$ cat config.mk
export PLATFORM = sky130hd
export DESIGN_NAME = genius_playback_sequencer
export DESIGN_NICKNAME = d
export VERILOG_FILES = /design/src/rtl/genius_playback_sequencer.sv
export SDC_FILE = /design/constraint.sdc
export NUM_CORES = 1
export LEC_CHECK = 0
export ABC_AREA = 1
export CAP_MARGIN = 30
export CORE_MARGIN = 2
export CORE_UTILIZATION = 60
export DETAILED_ROUTE_END_ITERATION = 6
export PLACE_DENSITY = 0.82
export SLEW_MARGIN = 20
export SYNTH_ARGS = -nofsm -noshare
export SYNTH_HDL_FRONTEND = slang
export SYNTH_SLANG_ARGS = --single-unit
$ cat constraint.sdc
create_clock -name CLOCK_50 -period 5.35 [get_ports CLOCK_50]
set_clock_uncertainty 0.1 [all_clocks]
set_input_delay 1.07 -clock CLOCK_50 [delete_from_list [all_inputs] [get_ports CLOCK_50]]
set_output_delay 1.07 -clock CLOCK_50 [all_outputs]
set_load 0.005 [all_outputs]
$ cat src/rtl/genius_playback_sequencer.sv
// genius_playback_sequencer: plays the stored Genius colour sequence on four
// one-hot LEDs, with its own tempo divider off CLOCK_50.
//
// Parameters:
//   CLK_HZ  clock frequency, multiple of 8 and >= 8; phase P = CLK_HZ >> level
//   ADDR_W  sequence memory address width (max 2**ADDR_W steps)
// Ports:
//   CLOCK_50    in   system clock, rising edge
//   reset       in   synchronous active-high, clears all state
//   start       in   1-cycle playback request, honoured only when idle
//   abort       in   stop playback at once, no done pulse
//   level       in   tempo select, latched at accepted start
//   seq_len     in   steps to play, clamped to 2**ADDR_W, latched at start
//   step_addr   out  sequence memory read address
//   step_color  in   colour at step_addr (1-cycle synchronous read)
//   led         out  one-hot LED drive
//   busy        out  high whenever not idle
//   done        out  1-cycle pulse after the last step's dark phase
// Build option:
//   GENIUS_PLAYBACK_GAP_EN  dark phase lasts P cycles instead of 1
module genius_playback_sequencer #(
  parameter int CLK_HZ = 50_000_000,
  parameter int ADDR_W = 5
) (
  input  logic              CLOCK_50,
  input  logic              reset,
  input  logic              start,
  input  logic              abort,
  input  logic [1:0]        level,
  input  logic [ADDR_W:0]   seq_len,
  output logic [ADDR_W-1:0] step_addr,
  input  logic [1:0]        step_color,
  output logic [3:0]        led,
  output logic              busy,
  output logic              done
);

  // P-1 <= CLK_HZ-1 always fits in clog2(CLK_HZ) bits.
  localparam int CW = $clog2(CLK_HZ);
  localparam logic [ADDR_W:0] MAX_LEN = (ADDR_W+1)'(1) << ADDR_W;

  typedef enum logic [2:0] {
    S_IDLE,
    S_LOAD,
    S_FETCH,
    S_ON,
    S_OFF,
    S_DONE
  } state_t;

  state_t          state;
  logic [1:0]      level_q;
  logic [ADDR_W:0] len_q;
  logic [CW-1:0]   cnt;
  logic [CW-1:0]   p_last;
  logic [ADDR_W:0] len_clamp;
  logic            last_step;

  always_comb begin
    p_last    = CW'((CLK_HZ >> level_q) - 1);
    len_clamp = (seq_len > MAX_LEN) ? MAX_LEN : seq_len;
    last_step = ({1'b0, step_addr} == (len_q - 1'b1));
  end

  always_ff @(posedge CLOCK_50) begin
    if (reset) begin
      state     <= S_IDLE;
      level_q   <= '0;
      len_q     <= '0;
      cnt       <= '0;
      step_addr <= '0;
      led       <= '0;
      busy      <= 1'b0;
      done      <= 1'b0;
    end else if (abort) begin
      state     <= S_IDLE;
      cnt       <= '0;
      step_addr <= '0;
      led       <= '0;
      busy      <= 1'b0;
      done      <= 1'b0;
    end else begin
      done <= 1'b0;
      unique case (state)
        S_IDLE: begin
          if (start) begin
            level_q   <= level;
            len_q     <= len_clamp;
            step_addr <= '0;
            cnt       <= '0;
            busy      <= 1'b1;
            if (len_clamp == '0) begin
              state <= S_DONE;
              done  <= 1'b1;
            end else begin
              state <= S_LOAD;
            end
          end
        end
        S_LOAD: state <= S_FETCH;
        S_FETCH: begin
          led   <= 4'b0001 << step_color;
          cnt   <= '0;
          state <= S_ON;
        end
        S_ON: begin
          if (cnt == p_last) begin
            cnt   <= '0;
            led   <= '0;
            state <= S_OFF;
          end else begin
            cnt <= cnt + 1'b1;
          end
        end
        S_OFF: begin
`ifdef GENIUS_PLAYBACK_GAP_EN
          if (cnt != p_last) begin
            cnt <= cnt + 1'b1;
          end else begin
            cnt <= '0;
`else
          begin
`endif
            if (last_step) begin
              state <= S_DONE;
              done  <= 1'b1;
            end else begin
              step_addr <= step_addr + 1'b1;
              state     <= S_LOAD;
            end
          end
        end
        S_DONE: begin
          busy      <= 1'b0;
          step_addr <= '0;
          state     <= S_IDLE;
        end
        default: begin
          busy      <= 1'b0;
          led       <= '0;
          step_addr <= '0;
          state     <= S_IDLE;
        end
      endcase
    end
  end

endmodule
======== After elaboration in Yosys (flattened, before gate mapping) ========
Cells that the tools add are included.
word-level totals
  flip-flop bits (word level) ............. 48
  latch bits .............................. 0
  memory bits (writable) .................. 0
  memory bits (read-only) ................. 0
  input bits .............................. 14
  output and inout port bits .............. 11
  logic and storage cells ................. 62
  memories kept ........................... 0
operators by class
  add/sub/neg operators ................... 4
  multiply operators ...................... 0
  div/mod/pow operators ................... 0
  magnitude comparators ................... 1
  equal/unequal tests ..................... 10
  shift-type cells ........................ 2
  multiplexer cells ....................... 20
  bitwise gates (word level) .............. 4
  reduce and logical (&&, ||, !) cells .... 13
operator list
  operator                                            count
  case mux 26 bit (3 select lines)                    1
  2-to-1 mux 26 bit                                   2
  adder 26 x 1 -> 26 bit, second input constant       1
  == test 26 bit                                      1
  >> shifter 26 x 2 -> 26 bit, first input constant   1
  subtractor 26 x 2 -> 26 bit, second input constant  1
  case mux 3 bit (5 select lines)                     1
  case mux 5 bit (3 select lines)                     1
  2-to-1 mux 3 bit                                    4
  case mux 4 bit (3 select lines)                     1
  2-to-1 mux 5 bit                                    2
  AND reduction 2 bit                                 4
  OR reduction 4 bit                                  2
  == test 3 x 2 -> 1 bit, second input constant       2
  == test 3 bit, second input constant                2
  == test 5 x 6 -> 1 bit                              1
  > comparator 6 bit, second input constant           1
  zero test 6 bit                                     1
  2-to-1 mux 6 bit                                    1
  != test 2 bit, second input constant                3
  AND reduction 3 bit                                 2
  subtractor 6 x 1 -> 6 bit, second input constant    1
  adder 5 x 1 -> 5 bit, second input constant         1
  2-to-1 mux 1 bit                                    4
  other kinds (9)                                     13

======== Depth between registers and ports, before layout ========
  depth after elaboration ................. 6
  gate-level depth with buffers ........... 14
  depth with buffers taken out ............ 14

======== Worst setup path before layout ========
Ideal clock, no wire load.
  kind .................................... input to register
  from .................................... in reset
  to ...................................... reg done
  setup time .............................. 0.087 ns
  arrival time ............................ 1.946 ns
  required time ........................... 5.163 ns
  setup slack ............................. 3.217 ns
  stages .................................. 4
  path buffers ............................ 1
  path through ............................ buf_2 nor2_2 clkinv_1 a211oi_1
on the way
  word-level cells in the longest chain between the ends .. 1
RTL lines
  what                                 RTL line  RTL
  start: declaration                   26        input logic reset,
  OR reduction 2 bit (no source line)  -
  end signal: assignment               74        done <= 1'b0;
  end signal: assignment               81        done <= 1'b0;
  end signal: assignment               83        done <= 1'b0;
  end: declaration                     35        output logic done
No other way between the ends.
A chain may end at the register's enable or synchronous reset.

======== Final worst setup path ========
  from .................................... reg level_q[0]
  to ...................................... reg cnt[6]
on the way
  word-level cells in the longest chain between the ends .. 5
RTL lines
  what                              RTL line  RTL
  start: declaration                52        logic [1:0] level_q;
  start signal: assignment          87        level_q <= level;
  >> shifter 26 x 2 -> 26 bit       60        p_last = CW'((CLK_HZ >> level_q) - 1);
  subtractor 26 x 2 -> 26 bit       60
  == test 26 bit                    107       if (cnt == p_last) begin
  2-to-1 mux 26 bit                 107
  case mux 26 bit (3 select lines)  84        unique case (state)
  end signal: assignment            112       cnt <= cnt + 1'b1;
  end: declaration                  54        logic [CW-1:0] cnt;
No other way between the ends.

==> reports/qor.yml <==
clocking:
  cts_buffers: 5
  insertion_delay_ns: 0.30
  ctsHoldBuffers: 0
  cts_root_buf: "clkbuf_8"
  path_clk_slew_ns: 0.09
  postCtsSetupRepairBufs: 0
  cts_tree: "yes"
  post_cts_resized: 0
  ctsLongestPathBuffers: 2
  cts.sinks: 48
  htree_num_levels: 2
sta:
  min_period_ns: 2.89
  fmax_ghz: 0.346
  setup_viol: 0
  finalCritPeriodShare_pct: 54.0
  drv_slew: 0
  finalHoldViolCount: 0
  final.setup.tns_ns: 0
  relSlewSlack_pct: 49.5
  rsz0062_at_grt: "no"
  tightest_slew_ns: 0.756
global_routing:
  grt_max_degree: 24
  gr-total-overflow: 0
  grt_pass1_wl_microns: 13900
  antenna_found_initial: 0
  grt_use_total_pct: 28.4
  grt_pass1_vias: 3158
finish:
  seq_area_sq_um: 961
  area_growth_pct: 10.2
  stdcell_count: 614
  fillers: 480
  final_util_pct: 69.6
  nets: 561
  multi_input_area_sq_mm: 0.00200
  drive_gt1_share_pct: 9.01
  n_antenna_cell: 0
setup_path:
  r2r_cells: 13
  cp_max_fo: 23
  worst_ep_arrival_time_ns: 3.02
  cp-end-kind: "flop"
  start_kind: "flop"
  criticalPathCategory: "reg2reg"
  crit_required_ns: 5.48
yosys:
  synth_top_area_cell: "dfxtp_1"
  synthesis.nets: 540
  synth_area_per_cell_sq_um: 6.30
  yosysTopAreaCellShare_pct: 29.2
  yosysMostFrequentCell: "nand2_1"
  async_flop_share_pct: 0
  yosysWarnings: 0
  synth_flop_cell: "dfxtp_1"
  ys_ff_latch: 48
  synth_edf_count: 0
  ys_seq_area_share_pct: 29.2
  synth_common_cells: "159 x nand2_1, 67 x nor2_1, 57 x inv_1"
  syn-cell-area_sq_mm: 0.00329
  syn_inst: 522
  synth.area.top_cells: "dfxtp_1 29%, nand2_1 18%, nand3_1 7.9%"
  ys_types: 39
outcome:
  status: "finished, final reports clean"
run:
  drv_cap: 0
die:
  start_util_pct: 63.2
  die_w_microns: 78.0
  coreArea_sq_mm: 0.00520
  num_io_pins: 25
  die_h_microns: 78.0
  core.rowCount: 26
  dieArea_sq_mm: 0.00609
routing:
  dr.pass1.iters: 7
  initialDrtViolationCount: 352
  dr_total_vias: 3374
  viasPerCell: 5.50
  drtAntennaViolNets: 0
  wl_per_cell_microns: 13.4
  route.detailed.drc: 0
  drt-total-wl_microns: 8210
power_and_ir_drop:
  power_density_mw_per_mm2: 192
  max-vdd-ir-drop_mv: 0.154
  power.static_leakage_nw: 1.42
placed_design:
  post-dp-hpwl_microns: 6360
  gp_congestion: 0.915
  portBuffers: 24
  place_inst: 606
hold_path:
  worstHoldPathCells: 2
  hp-class: "reg2reg"
[sequential cells by signal (all words and copies together), names as in the netlist]
name,cells
step_addr,5
done,1
state,3
cnt,26
len_q,6
busy,1
led,4
level_q,2
[metal layers]
layer	up-vias	global-route usage [%]	part of all wire [%]
met5	-	0	0
met4	0	9.82	1.8
met3	15	4.14	6.0
met2	123	48.8	48
met1	1535	36.5	44
li1	1701	-	-
[worst paths after layout]
path                                         startpoint                  end  slack, ns
worst max register to register  level_q[0]$_SDFFE_PP0P_  cnt[6]$_SDFFE_PP0P_       2.46
worst min register to register        busy$_SDFFE_PP0P_    busy$_SDFFE_PP0P_       0.37
worst min-delay path                  busy$_SDFFE_PP0P_    busy$_SDFFE_PP0P_       0.37
worst max-delay path            level_q[0]$_SDFFE_PP0P_  cnt[6]$_SDFFE_PP0P_       2.46
[report_power, final]
part | internal [mW] | total (mW) | switching [mW]
clock network | 0.105 | 0.227 | 0.121
logic | 0.0381 | 0.0955 | 0.0574
registers | 0.363 | 0.374 | 0.0115
[worst max-delay path, cell delays in order, from the launching register on]
cell,delay (ns)
dfxtp_1,0.75
inv_1,0.30
nand2_4,0.16
ha_1,0.25
or2_2,0.29
nand2_1,0.07
nor2_1,0.04
nand2_1,0.06
nor2_1,0.05
nand2_2,0.11
nand2_4,0.11
nand2_4,0.10
nand2_4,0.19
a21oi_1,0.23
[layout make-up]
cell class / count / area share [%]
clock buffer: 7 / 2.38
clock inverter: 1 / 0.207
inverter: 62 / 6.56
multi-input combinational: 402 / 55.3
sequential: 48 / 26.5
tap: 70 / 2.42
timing repair buffer: 24 / 6.63
[cells in the final DEF, fill, tap and decap left out, types with 2 or more instances in the layout]
master           netlist  layout
nand2_1              159     159
nor2_1                67      67
inv_1                 57      57
nand3_1               52      52
dfxtp_1               48      48
clkdlybuf4s50_1        0      24
a21oi_1               21      21
nor2_2                17      17
xor2_1                14      14
nand4_1               14      14
o21ai_0                8       8
clkbuf_8               0       6
nand2_4                5       5
nor4_1                 5       5
nand3_2                4       4
or2_2                  4       4
ha_1                   4       4
xnor2_1                3       3
inv_2                  3       3
nand3b_1               3       3
nand2_2                3       3
nor3_1                 3       3
a22oi_1                3       3
o21ai_1                2       2
nor3_2                 2       2
[logic make-up (layout without fill, tap and decap cells)]
logic type / count (synthesis) / after routing / share of synthesized area (%)
DFF: 48 / 48 / 29.2
AOI/OAI and AO/OA: 39 / 39 / 6.58
xor gates and xnor gates: 17 / 17 / 4.53
buffers and inverters: 72 / 94 / 9.85
adders and majority gates: 4 / 4 / 1.52
and+or+nand+nor: 342 / 342 / 48.3
[metrics by stage]
stage | total power, mW | cell area, sq um | setup WS, ns | hold slack (ns)
after floorplan | 0.452 | 3290 | 3.22 | 0.356
after global placement | 0.474 | 3530 | 2.47 | 0.363
after detailed placement | 0.477 | 3530 | 2.37 | 0.359
after CTS | 0.698 | 3620 | 2.47 | 0.375
after global routing | 0.729 | 3620 | 2.30 | 0.410
final | 0.696 | 3620 | 2.46 | 0.368
Note: power is estimated with default switching activity, not from simulation.
